File: config.mk
export PLATFORM = sky130hd
export DESIGN_NAME = window_result_reader
export DESIGN_NICKNAME = d
export VERILOG_FILES = /design/src/rtl/window_analysis_pkg.sv /design/src/rtl/window_result_reader.sv
export SDC_FILE = /design/constraint.sdc
export NUM_CORES = 1
export LEC_CHECK = 0
export CORE_AREA = 2 2 108 131
export CTS_CLUSTER_DIAMETER = 120
export DETAILED_ROUTE_END_ITERATION = 10
export DIE_AREA = 0 0 110 133
export DONT_BUFFER_PORTS = 1
export GPL_TIMING_DRIVEN = 0
export MAX_ROUTING_LAYER = met4
export SLEW_MARGIN = 5
export SYNTH_ARGS = -nofsm -noshare
export SYNTH_HDL_FRONTEND = slang
export SYNTH_SLANG_ARGS = --single-unit
File: constraint.sdc
create_clock -name clk -period 2.7 [get_ports clk]
set_input_delay 0.135 -clock clk [delete_from_list [all_inputs] [get_ports clk]]
set_output_delay 0.135 -clock clk [all_outputs]
set_load 0.005 [all_outputs]
File: src/rtl/window_analysis_pkg.sv
// Shared widths, frame constants and FSM encodings for the window_analysis result path.
package window_analysis_pkg;

    localparam int unsigned SAMPLE_DATA_SIZE     = 12;
    localparam int unsigned WINDOW_POW_SIZE      = 12;
    localparam int unsigned CYCLE_NUMBER_SIZE    = 10;
    localparam int unsigned READ_DATA_SIZE       = WINDOW_POW_SIZE + 2 * SAMPLE_DATA_SIZE
                                                   + CYCLE_NUMBER_SIZE;
    localparam int unsigned RECORD_SIZE          = 48;
    localparam int unsigned DEFAULT_READ_LATENCY = 2;
    localparam int unsigned FRAME_BYTES          = 8;
    localparam int unsigned LAT_CNT_W            = 3;
    localparam int unsigned BYTE_IDX_W           = 3;
    localparam int unsigned RECORDS_W            = 16;
    localparam int unsigned STATE_W              = 3;

    localparam logic [7:0] FRAME_HEADER = 8'hA5;

    // Bit positions inside fifo_state_in
    localparam int unsigned FIFO_FULL   = 3;
    localparam int unsigned FIFO_EMPTY  = 2;
    localparam int unsigned FIFO_AFULL  = 1;
    localparam int unsigned FIFO_AEMPTY = 0;

    localparam logic [STATE_W-1:0] ST_IDLE = 3'd0;
    localparam logic [STATE_W-1:0] ST_REQ  = 3'd1;
    localparam logic [STATE_W-1:0] ST_WAIT = 3'd2;
    localparam logic [STATE_W-1:0] ST_SEND = 3'd3;
    localparam logic [STATE_W-1:0] ST_GAP  = 3'd4;

    // XOR of the six record bytes
    function automatic logic [7:0] record_checksum(input logic [RECORD_SIZE-1:0] rec);
        logic [7:0] acc;
        acc = 8'h00;
        for (int i = 0; i < 6; i++) begin
            acc = acc ^ rec[8*i +: 8];
        end
        return acc;
    endfunction

    // Frame byte for a given index: header, record MSB first, checksum
    function automatic logic [7:0] frame_byte(input logic [BYTE_IDX_W-1:0] idx,
                                              input logic [RECORD_SIZE-1:0] rec,
                                              input logic [7:0]             chk);
        logic [7:0] b;
        case (idx)
            3'd0:    b = FRAME_HEADER;
            3'd1:    b = rec[47:40];
            3'd2:    b = rec[39:32];
            3'd3:    b = rec[31:24];
            3'd4:    b = rec[23:16];
            3'd5:    b = rec[15:8];
            3'd6:    b = rec[7:0];
            default: b = chk;
        endcase
        return b;
    endfunction

endpackage

File: src/rtl/window_result_reader.sv
// Pops one record per frame from the window_analysis FIFO and streams it as an 8-byte frame.
module window_result_reader
    import window_analysis_pkg::*;
#(
    parameter int unsigned READ_LATENCY = DEFAULT_READ_LATENCY
) (
    input  logic                      clk,
    input  logic                      nrst_in,
    input  logic                      enable_in,
    input  logic                      clear_in,
    input  logic [3:0]                fifo_state_in,
    input  logic [READ_DATA_SIZE-1:0] read_data_in,
    output logic                      read_enable_out,
    output logic [7:0]                byte_data_out,
    output logic                      byte_valid_out,
    input  logic                      byte_ready_in,
    output logic                      busy_out,
    output logic                      overflow_out,
    output logic [RECORDS_W-1:0]      records_sent_out
);

    logic [STATE_W-1:0]     state_q,    state_d;
    logic [LAT_CNT_W-1:0]   lat_cnt_q,  lat_cnt_d;
    logic [BYTE_IDX_W-1:0]  byte_idx_q, byte_idx_d;
    logic [RECORD_SIZE-1:0] record_q,   record_d;
    logic [7:0]             chk_q,      chk_d;
    logic                   rd_en_q,    rd_en_d;
    logic                   valid_q,    valid_d;
    logic [7:0]             data_q,     data_d;
    logic                   busy_q,     busy_d;
    logic                   ovf_q,      ovf_d;
    logic [RECORDS_W-1:0]   sent_q,     sent_d;
    logic                   accept_c;
    logic                   unused_fifo_flags;

    assign accept_c          = valid_q && byte_ready_in;
    assign unused_fifo_flags = fifo_state_in[FIFO_AFULL] ^ fifo_state_in[FIFO_AEMPTY];

    // Next-state, frame sequencing and status counters
    always_comb begin
        state_d    = state_q;
        lat_cnt_d  = lat_cnt_q;
        byte_idx_d = byte_idx_q;
        record_d   = record_q;
        chk_d      = chk_q;
        rd_en_d    = 1'b0;
        valid_d    = 1'b0;
        data_d     = 8'h00;
        sent_d     = sent_q;
        ovf_d      = ovf_q;

        case (state_q)
            ST_IDLE: begin
                if (enable_in && !fifo_state_in[FIFO_EMPTY]) begin
                    state_d = ST_REQ;
                    rd_en_d = 1'b1;
                end
            end
            ST_REQ: begin
                state_d   = ST_WAIT;
                lat_cnt_d = LAT_CNT_W'(READ_LATENCY - 1);
            end
            ST_WAIT: begin
                if (lat_cnt_q == '0) begin
                    record_d   = RECORD_SIZE'(read_data_in);
                    chk_d      = record_checksum(record_d);
                    byte_idx_d = '0;
                    state_d    = ST_SEND;
                    valid_d    = 1'b1;
                    data_d     = FRAME_HEADER;
                end else begin
                    lat_cnt_d = lat_cnt_q - LAT_CNT_W'(1);
                end
            end
            ST_SEND: begin
                valid_d = 1'b1;
                data_d  = data_q;
                if (accept_c) begin
                    if (byte_idx_q == BYTE_IDX_W'(FRAME_BYTES - 1)) begin
                        state_d = ST_GAP;
                        valid_d = 1'b0;
                        data_d  = 8'h00;
                        sent_d  = sent_q + RECORDS_W'(1);
                    end else begin
                        byte_idx_d = byte_idx_q + BYTE_IDX_W'(1);
                        data_d     = frame_byte(byte_idx_d, record_q, chk_q);
                    end
                end
            end
            ST_GAP: begin
                state_d = ST_IDLE;
            end
            default: begin
                state_d = ST_IDLE;
            end
        endcase

        if (enable_in && fifo_state_in[FIFO_FULL]) begin
            ovf_d = 1'b1;
        end
        if (clear_in) begin
            ovf_d  = 1'b0;
            sent_d = '0;
        end

        busy_d = (state_d != ST_IDLE);
    end

    // State and registered outputs
    always_ff @(posedge clk or negedge nrst_in) begin
        if (!nrst_in) begin
            state_q    <= ST_IDLE;
            lat_cnt_q  <= '0;
            byte_idx_q <= '0;
            record_q   <= '0;
            chk_q      <= '0;
            rd_en_q    <= 1'b0;
            valid_q    <= 1'b0;
            data_q     <= '0;
            busy_q     <= 1'b0;
            ovf_q      <= 1'b0;
            sent_q     <= '0;
        end else begin
            state_q    <= state_d;
            lat_cnt_q  <= lat_cnt_d;
            byte_idx_q <= byte_idx_d;
            record_q   <= record_d;
            chk_q      <= chk_d;
            rd_en_q    <= rd_en_d;
            valid_q    <= valid_d;
            data_q     <= data_d;
            busy_q     <= busy_d;
            ovf_q      <= ovf_d;
            sent_q     <= sent_d;
        end
    end

    assign read_enable_out  = rd_en_q;
    assign byte_data_out    = data_q;
    assign byte_valid_out   = valid_q;
    assign busy_out         = busy_q;
    assign overflow_out     = ovf_q;
    assign records_sent_out = sent_q;

endmodule

==> out/results.txt <==
Clock power frac = 0.233
crit start category = flop
Netlist cell types = 44
Post-synth ARST share = 1.00
Max Cap Viol = 0
die area = 0.0146 sq mm
sequential share of power = 0.407
IO Pins = 83
final worst-path cycle share = 0.896
post-detailed-route wirelength per cell = 17.2 um
Yosys reg bits = 91
Setup TNS Final = 0 ns
final critical-path required period = 2.42 ns
CTS root buf = clkbuf_16
final hold slack = 0.0223 ns
CTS sink count = 91
die height = 133 um
number of routed nets with antenna violations = 0
top_reg_cell synth = dfrtp_1
total grt overflow = 0
CTS H-tree depth = 3
antenna violations before repair = 0
Residual DRC = 0
skew final = 0.00643 ns
Hold Crit Depth = 3
Combinational Power Share = 0.360
drt pass-1 iters = 5
setup repair bufs after CTS = 0
Data required, critical path = 2.96 ns
vias in the first global route = 4006
layout cells sized above 1 = 0.0625
vias per cell = 5.22
setup ws final = 0.280 ns
area leader, netlist = dfrtp_1
Row Count = 47
R2R cell count = 7
pre-CTS setup slack = 0.289 ns
clock insertion delay at the later pin of the skew report = 0.34 ns
critical path data arrival time = 2.68 ns
share of the synthesized area in the top cell type = 0.495
leakage power = 0.00250 uW
Initial Utilization = 0.342
main area contributors after synthesis = dfrtp_1, nand2_1, xnor2_1, o21ai_0, ha_1
fillcell total = 1280
DIE WIDTH = 110 um
Num CTS Buffers = 9
fin area = 0.00563 sq mm
crit end category = flop
GRT Resource Usage Total = 0.191
Inst Count DP = 682
Mapped Cells = 511
Layout area overhead = 22.2%
pwr dens = 968 mW/mm^2
most frequent cells after synthesis = nand2_1, dfrtp_1, xnor2_1
CORE AREA = 0.0135 sq mm
area occupied by multi-input gates = 0.00218 sq mm
Tightest Pin Transition = 0.812 ns
CTS max path bufs = 2
Setup violations, final = 0
net switching power = 2070 uW
Final Slew Violations = 0
drt total wl = 12900 um
largest net degree at the start of global routing = 92
Hold Crit Class = primary input to flop
P_int = 3370 uW
Syn Area/Cell = 9.01 sq um
count leader, synth = nand2_1
final-report hold violation count = 0
Post-synth EDFFs = 0
fmax = 413 MHz
fin nets = 636
dpl cell area = 0.00482 sq mm
GP Congestion = 0.835
Post-DP HPWL = 8790 um
part of the Yosys area used for sequential elements = 0.495
register area = 0.00228 sq mm
Worst VDD drop = 426 uV
RSZ-0062 raised after global routing = no
status = complete, no violations
Netlist Area Pre-Place = 0.00460 sq mm
first-pass GRT wire length = 20700 um
First DRT Iteration DRCs = 269
syn nets = 575
post-cts gate resize count = 0
sw frac = 0.381
Max-slew headroom = 0.458
synth warn = 0
crit-path max FO = 9
CTS tree = built
antenna fix cells = 0
Port-buffer cells = 0
clk slew on worst S/H paths = 0.07 ns
vias = 3897
kind of critical path = flop to flop
Finished Layout Cells = 747
## flip-flops by register name, summed over array words and instances (netlist names), 3 cells and up
signal            count
lat_cnt_q             3
state_q               3
chk_q                 8
records_sent_out     16
record_q             46
byte_data_out         8
byte_idx_q            3
## critical path, cell delays in order (launching register included)
cell	delay, ns
dfrtp_1	0.42
ha_1	0.23
ha_1	0.18
clkbuf_1	0.30
a2111oi_4	0.56
nor2b_1	0.39
nand2_1	0.10
a31oi_1	0.17
## path summary, 6_finish.rpt
path,startpoint,slack (ns),end
max reg2reg,byte_idx_q[1]$_DFFE_PN0P_,0.28,byte_data_out[1]$_DFFE_PN0P_
min in group asynchronous,nrst_in,0.37,record_q[27]$_DFFE_PN0P_
max in group asynchronous,nrst_in,1.97,record_q[20]$_DFFE_PN0P_
max,byte_idx_q[1]$_DFFE_PN0P_,0.28,byte_data_out[1]$_DFFE_PN0P_
min reg2reg,record_q[10]$_DFFE_PN0P_,0.48,record_q[10]$_DFFE_PN0P_
min,fifo_state_in[2],0.02,read_enable_out$_DFF_PN0_
## layout make-up
class	count	share of cell area
sequential	91	0.405
multi-input combinational	382	0.387
timing repair buffer	50	0.0920
clock buffer	9	0.0400
tap	171	0.0380
buffer	26	0.0187
clock inverter	6	0.0118
inverter	12	0.00800
## cells in the final DEF (no fill, tap or decap), types with 3 or more instances in the layout
master,instances
a21oi_1,22
a221oi_1,6
a222oi_1,3
a22o_1,5
a22oi_1,3
a31oi_1,3
a32o_1,3
and3_1,3
buf_2,6
clkbuf_1,20
clkbuf_16,9
dfrtp_1,91
dlygate4sd3_1,49
ha_1,9
inv_1,12
mux2_2,5
nand2_1,164
nand2b_1,4
nand3_1,7
nand4_1,10
nor2_1,18
nor2b_1,6
nor3_1,4
nor4_1,6
o21ai_0,29
or3_1,4
xnor2_1,42
xor2_1,3
## cell families after synthesis
| family | share of synthesized area |
|---|---|
| muxes | 0.0122 |
| DFF | 0.495 |
| buffers and inverters | 0.0326 |
| xor gates and xnor gates | 0.0856 |
| AOI/OAI and AO/OA | 0.120 |
| and+or+nand+nor | 0.231 |
| adders and majority gates | 0.0245 |
## power by group through the flow
| stage | Clock, uW | Combinational (uW) | Sequential, uW |
|---|---|---|---|
| final | 1270 | 1960 | 2210 |
| after global routing | 1370 | 2210 | 2280 |
| after CTS | 1290 | 1970 | 2210 |
| after detailed placement | 0 | 1870 | 2230 |
| after floorplan | 0 | 1390 | 2120 |
| after global placement | 0 | 1820 | 2210 |
## timing repair
action / in CTS / in global routing
hold endpoints to repair: 139 / 0
endpoints found under the setup margin: 0 / 0
hold buffers: 50 / 0
## stage by stage
stage / power [uW] / utilization
after floorplan: 3520 / -
after global placement: 4040 / 0.358
after detailed placement: 4100 / 0.358
after CTS: 5480 / 0.418
after global routing: 5850 / 0.418
final: 5450 / 0.418
## routing by layer
layer,GRT usage,share of wire,vias to the layer above
li1,-,-,1847
met1,0.234,0.40,1888
met2,0.305,0.50,143
met3,0.0493,0.079,19
met4,0.0598,0.018,0
met5,-,0,-
Note: power is estimated with default switching activity, not from simulation.
